--- src/rtl/cic_decimator.sv ---
`default_nettype none
// +--------------------------------------------------------------------------+
// | cic_decimator: keeps the last of every rate_act valid samples, strobes it |
// | Rev 1.0                                                                  |
// +--------------------------------------------------------------------------+
module cic_decimator #(
  parameter int BITS = 10,
  parameter int RMAX = 16,
  parameter int R    = 4,
  parameter int CW   = $clog2(RMAX + 1)
) (
  input  logic            clk,
  input  logic            rst,
  input  logic [BITS-1:0] stream_in,
  input  logic            valid,
  input  logic [CW-1:0]   rate,
  input  logic            sync,
  output logic [BITS-1:0] stream_out,
  output logic            ready,
  output logic [CW-1:0]   phase
);

  localparam logic [CW-1:0] RATE_RST = CW'((R < 1) ? 1 : ((R > RMAX) ? RMAX : R));

  function automatic logic [CW-1:0] clamp(input logic [CW-1:0] r);
    if (r == '0)
      return CW'(1);
    else if (int'(r) > RMAX)
      return CW'(RMAX);
    else
      return r;
  endfunction

  logic [CW-1:0] count;
  logic [CW-1:0] rate_act;
  logic [CW-1:0] rate_new;
  logic          boundary;

  assign rate_new = clamp(rate);
  assign boundary = (count == rate_act - CW'(1));
  assign phase    = count;

  always_ff @(posedge clk or posedge rst) begin
    if (rst) begin
      count      <= '0;
      rate_act   <= RATE_RST;
      stream_out <= '0;
      ready      <= 1'b0;
    end else if (sync) begin
      // A sample arriving with sync opens the new block, judged at the new rate
      rate_act <= rate_new;
      ready    <= 1'b0;
      count    <= '0;
      if (valid) begin
        if (rate_new == CW'(1)) begin
          stream_out <= stream_in;
          ready      <= 1'b1;
        end else begin
          count <= CW'(1);
        end
      end
    end else if (valid) begin
      if (boundary) begin
        stream_out <= stream_in;
        ready      <= 1'b1;
        count      <= '0;
        rate_act   <= rate_new;
      end else begin
        count <= count + CW'(1);
        ready <= 1'b0;
      end
    end else begin
      ready <= 1'b0;
    end
  end

endmodule
`default_nettype wire

--- config.mk ---
export PLATFORM = sky130hd
export DESIGN_NAME = cic_decimator
export DESIGN_NICKNAME = d
export VERILOG_FILES = /design/src/rtl/cic_decimator.sv
export SDC_FILE = /design/constraint.sdc
export NUM_CORES = 1
export LEC_CHECK = 0
export ABC_AREA = 1
export CAP_MARGIN = 25
export CORE_MARGIN = 8
export CORE_UTILIZATION = 46
export CTS_CLUSTER_DIAMETER = 120
export CTS_CLUSTER_SIZE = 8
export DETAILED_ROUTE_END_ITERATION = 10
export PLACE_DENSITY = 0.79
export SLEW_MARGIN = 20
export SYNTH_ARGS = -nofsm -noshare
export SYNTH_HDL_FRONTEND = slang
export SYNTH_SLANG_ARGS = --single-unit
--- constraint.sdc ---
create_clock -name clk -period 1.8 [get_ports clk]
set_clock_uncertainty 0.1 [all_clocks]
set_input_delay 0.18 -clock clk [delete_from_list [all_inputs] [get_ports clk]]
set_output_delay 0.18 -clock clk [all_outputs]
set_load 0.02 [all_outputs]
==> impl_table.tex <==
\begin{tabular}{lr}
\hline
Metric & Value \\
\hline
\multicolumn{2}{l}{\textbf{Place}} \\
\quad HPWL after detailed placement & 2.316 mm \\
\quad Pre-CTS worst setup slack & -0.04684 ns \\
\quad Count of input and output buffers & 34 \\
\quad GP Congestion & 0.8773 \\
\quad Cell Count Post-Placement & 220 \\
\multicolumn{2}{l}{\textbf{Flow run}} \\
\quad Total of max-cap violations & 0 \\
\multicolumn{2}{l}{\textbf{Clocking}} \\
\quad Sink count of the clock tree & 21 \\
\quad CTS clock-pin slew for the worst setup and hold paths & 0.11 ns \\
\quad H-Tree Depth & 1 \\
\quad Total CTS buffers & 3 \\
\quad Max Buffers Root-to-Sink & 2 \\
\quad CTS tree & done \\
\quad Cell at the root of the clock tree & sky130\_fd\_sc\_hd\_\_clkbuf\_4 \\
\quad Worst-skew pair later-pin latency & 0.29 ns \\
\quad Number of hold buffers added after cts & 0 \\
\multicolumn{2}{l}{\textbf{Timing}} \\
\quad F\_max & 563.9 MHz \\
\quad Final setup viols & 0 \\
\quad Final critical-path share of the clock period & 0.9853 \\
\quad RSZ-0062 raised after global routing & yes \\
\quad Worst slew margin relative to its limit & 0.5581 \\
\quad Time the worst path needs with I/O delays and setup & 1.773 ns \\
\quad Crit path setup slack, layout & 0.02652 ns \\
\quad Final hold vios & 0 \\
\quad Actual slew at the worst max-slew pin & 0.6628 ns \\
\quad Max Transition Viols Final & 0 \\
\multicolumn{2}{l}{\textbf{Worst setup path}} \\
\quad Critical-path maximum fanout & 7 \\
\quad Worst EP required & 1.89 ns \\
\quad Data arrival time of the worst path & 1.87 ns \\
\quad Capturing element type of the critical path & flip-flop \\
\quad Kind of start point of the critical path & flip-flop \\
\quad Critical path class & reg -> reg \\
\multicolumn{2}{l}{\textbf{Cells and area}} \\
\quad Layout Area Growth over Synthesis & 45.94\% \\
\quad \# nets final & 222 \\
\quad Final standard cell count with taps included and fillers excluded & 230 \\
\quad Layout cell share with drive strength beyond 1 & 0.1800 \\
\quad Number of diodes & 0 \\
\multicolumn{2}{l}{\textbf{Status}} \\
\quad Run status & finished clean \\
\multicolumn{2}{l}{\textbf{Power and ir drop}} \\
\quad Net switching power & 0.0005036 W \\
\quad Reg power frac & 0.434 \\
\quad Part of the power in the clock network & 0.157 \\
\quad Net Sw Frac & 0.3601 \\
\quad Power density cells & 829.7 nW/um\^{}2 \\
\quad Internal power component & 0.0008948 W \\
\quad Maximum vdd ir drop & 0.5567 mV \\
\quad Combinational cell fraction of total power & 0.409 \\
\quad Leak Pwr & 0.8564 nW \\
\multicolumn{2}{l}{\textbf{Route}} \\
\quad Antenna Nets Post-Route & 0 \\
\quad Remaining design rule violation count & 0 \\
\quad Detailed router's first-iteration violation count & 71 \\
\quad Vias & 1,151 \\
\quad Wire length per cell after detailed routing & 13.70 um \\
\quad Detailed-route wire length & 3.152 mm \\
\quad Drt pass-1 iters & 4 \\
\quad Ratio of routed vias to standard cells & 5.004 \\
\multicolumn{2}{l}{\textbf{Synthesis}} \\
\quad Top cells by area, synth & sky130\_fd\_sc\_hd\_\_dfrtp\_1, sky130\_fd\_sc\_hd\_\_nand2\_1, sky130\_fd\_sc\_hd\_\_nand3\_1, sky130\_fd\_sc\_hd\_\_inv\_1, sky130\_fd\_sc\_hd\_\_nor2\_1 \\
\quad Warnings, synthesis & 0 \\
\quad Leading area contributor after synthesis & sky130\_fd\_sc\_hd\_\_dfrtp\_1 \\
\quad Most repeated cell in the gate-level netlist after synthesis & sky130\_fd\_sc\_hd\_\_nand2\_1 \\
\quad Area share of xor/xnor cells in the synthesized design & 0.02275 \\
\quad Multiplexer area fraction after synthesis & 0 \\
\quad Share of synthesized cell area in full adder, half adder and majority cells & 0.02167 \\
\quad Average instance area after synthesis & 7.499 um\^{}2 \\
\quad Fraction of the mapped netlist area in simple logic gates & 0.3640 \\
\quad Synthesized-area fraction occupied by ao, oa, aoi and oai cells & 0.03359 \\
\quad Post-synth cell types & 22 \\
\quad Combinational family with the most area after synthesis & simple AND/OR/NAND/NOR gates \\
\quad EDFF count, synth & 0 \\
\quad Most frequent cells after synthesis & sky130\_fd\_sc\_hd\_\_nand2\_1, sky130\_fd\_sc\_hd\_\_dfrtp\_1, sky130\_fd\_sc\_hd\_\_nand3\_1, sky130\_fd\_sc\_hd\_\_inv\_1, sky130\_fd\_sc\_hd\_\_nor2\_1 \\
\quad Share of flip-flops with an asynchronous set or reset & 1.000 \\
\quad Predominant post-synthesis flop cell & sky130\_fd\_sc\_hd\_\_dfrtp\_1 \\
\quad Share of the synthesized area in the top cell type & 0.4334 \\
\quad Syn Inst Count & 154 \\
\quad Post-synthesis cell area & 1155 um\^{}2 \\
\quad Proportion of synthesized chip area in sequential cells & 0.4561 \\
\quad Synthesized Nets & 175 \\
\quad Synth Register Bits & 21 \\
\multicolumn{2}{l}{\textbf{Die}} \\
\quad Die Height & 66.11 um \\
\quad Io pins & 35 \\
\quad CORE AREA & 2432 um\^{}2 \\
\quad Floorplan die width & 66.11 um \\
\quad Starting Density & 0.4748 \\
\quad Standard-cell rows & 18 \\
\quad Die ar. & 4370 um\^{}2 \\
\multicolumn{2}{l}{\textbf{Global routing}} \\
\quad Global-route wire length before repair & 5.175 mm \\
\quad Number of global-route vias before repair & 1,187 \\
\quad Total routing resource utilization after global routing & 0.1485 \\
\quad Maximum number of pins on one net before global-route repair & 14 \\
\quad Congestion Overflow GR & 0 \\
\quad Antenna violations before repair & 0 \\
\multicolumn{2}{l}{\textbf{Hold path}} \\
\quad Hold Path Class & in -> async \\
\hline
\end{tabular}
metrics by stage:
stage	hold WS, ns	setup TNS [ns]	instance area, um^2	power, W	utilization
finish	0.02819	0	1685	0.001398	0.6929
global route	0.05693	-0.8632	1685	0.001488	0.6929
CTS	0.02941	0	1615	0.001358	0.6641
detailed placement	0.3619	-0.3795	1539	0.001113	0.6327
global placement	0.3544	0	1539	0.001092	0.6327
floorplan	0.05579	0	1155	0.0008873	-
final timing paths:
check                                         from                         to  slack (ns)  depth (start not counted)
min                                            rst       phase[2]$_DFFE_PP0P_        0.03                          2
min in group clk                      stream_in[7]  stream_out[7]$_DFFE_PP0P_        0.33                          3
max reg2reg                rate_act[0]$_DFFE_PP0P_  stream_out[4]$_DFFE_PP0P_        0.03                         13
max in group asynchronous                      rst  stream_out[8]$_DFFE_PP0P_        1.07                          3
min reg2reg                rate_act[2]$_DFFE_PP1P_    rate_act[2]$_DFFE_PP1P_        0.38                          2
max                        rate_act[0]$_DFFE_PP0P_  stream_out[4]$_DFFE_PP0P_        0.03                         13
cells by family (layout without fill, tap and decap cells):
| logic type | Yosys count | in the layout |
|---|---|---|
| buf+inv | 24 | 68 |
| fa+ha+maj | 2 | 2 |
| xor+xnor | 3 | 3 |
| simple gates | 97 | 99 |
| compound gates | 7 | 7 |
| flops | 21 | 21 |
registers in the layout (all words and copies together) (netlist names):
| name | flops |
|---|---|
| stream_out | 10 |
| phase | 5 |
| rate_act | 5 |
| ready | 1 |
timing repair:
item	CTS	global route
setup buffers	2	1
pin swaps	1	3
endpoints found under the setup margin	10	20
cloned	2	1
gates resized for setup	5	14
worst max-delay path, cell delays in order (launching register included):
cell                      delay, ns
sky130_fd_sc_hd__dfrtp_1       0.38
sky130_fd_sc_hd__inv_2         0.07
sky130_fd_sc_hd__ha_4          0.27
sky130_fd_sc_hd__inv_2         0.03
sky130_fd_sc_hd__nand2_2       0.05
sky130_fd_sc_hd__nand2_1       0.04
sky130_fd_sc_hd__nor2_1        0.09
sky130_fd_sc_hd__nand2_1       0.07
sky130_fd_sc_hd__nor2_2        0.10
sky130_fd_sc_hd__nand2_2       0.11
sky130_fd_sc_hd__nand2_8       0.14
sky130_fd_sc_hd__nand2_4       0.09
sky130_fd_sc_hd__nand2_1       0.09
sky130_fd_sc_hd__nand2_1       0.05
area by class of cell:
cell class                      count  area [um^2]
Fill cell                         190        747.0
Multi-Input combinational cell    111        593.1
Sequential cell                    21        526.8
Timing Repair Buffer               45        430.4
Inverter                           19        71.32
Tap cell                           30        37.54
Clock buffer                        4        26.28
power groups by stage:
stage | Sequential [W] | Clock, W | Combinational (W)
global placement | 0.000605 | 0 | 0.000487
floorplan | 0.000670 | 0 | 0.000217
CTS | 0.000599 | 0.000229 | 0.000530
finish | 0.000606 | 0.000220 | 0.000572
global route | 0.000614 | 0.000252 | 0.000622
detailed placement | 0.000607 | 0 | 0.000506
per-layer routing:
| metal | global-route usage | vias to the layer above | routed length (um) |
|---|---|---|---|
| li1 | - | 575 | - |
| met4 | 0.05333 | 0 | 23 |
| met1 | 0.1479 | 538 | 1268 |
| met3 | 0.06610 | 2 | 263 |
| met2 | 0.2654 | 36 | 1596 |
| met5 | 0 | - | 0 |
layout by cell type, fill, tap and decap left out:
cell type | Yosys | final
sky130_fd_sc_hd__nor3_1 | 1 | 1
sky130_fd_sc_hd__dfrtp_1 | 20 | 20
sky130_fd_sc_hd__nor2_2 | 1 | 1
sky130_fd_sc_hd__xnor2_1 | 1 | 1
sky130_fd_sc_hd__nand4_1 | 3 | 3
sky130_fd_sc_hd__o21bai_1 | 1 | 1
sky130_fd_sc_hd__inv_1 | 17 | 15
sky130_fd_sc_hd__a21oi_1 | 4 | 4
sky130_fd_sc_hd__clkbuf_4 | 1 | 3
sky130_fd_sc_hd__o21ai_0 | 1 | 1
sky130_fd_sc_hd__ha_1 | 2 | 1
sky130_fd_sc_hd__inv_2 | 2 | 4
sky130_fd_sc_hd__nand2_2 | 2 | 9
sky130_fd_sc_hd__clkdlybuf4s50_1 | 0 | 34
sky130_fd_sc_hd__nand2_1 | 58 | 50
sky130_fd_sc_hd__buf_4 | 0 | 9
sky130_fd_sc_hd__nand3_2 | 0 | 1
sky130_fd_sc_hd__buf_6 | 3 | 2
sky130_fd_sc_hd__dfstp_2 | 1 | 1
sky130_fd_sc_hd__ha_4 | 0 | 1
sky130_fd_sc_hd__xor2_1 | 2 | 2
sky130_fd_sc_hd__nand3_1 | 20 | 19
sky130_fd_sc_hd__a31oi_1 | 1 | 1
sky130_fd_sc_hd__clkbuf_1 | 0 | 1
sky130_fd_sc_hd__nand2_8 | 0 | 2
sky130_fd_sc_hd__nand2_4 | 2 | 3
sky130_fd_sc_hd__nor2_1 | 10 | 10
No activity file was read; power rests on OpenSTA's default activity.
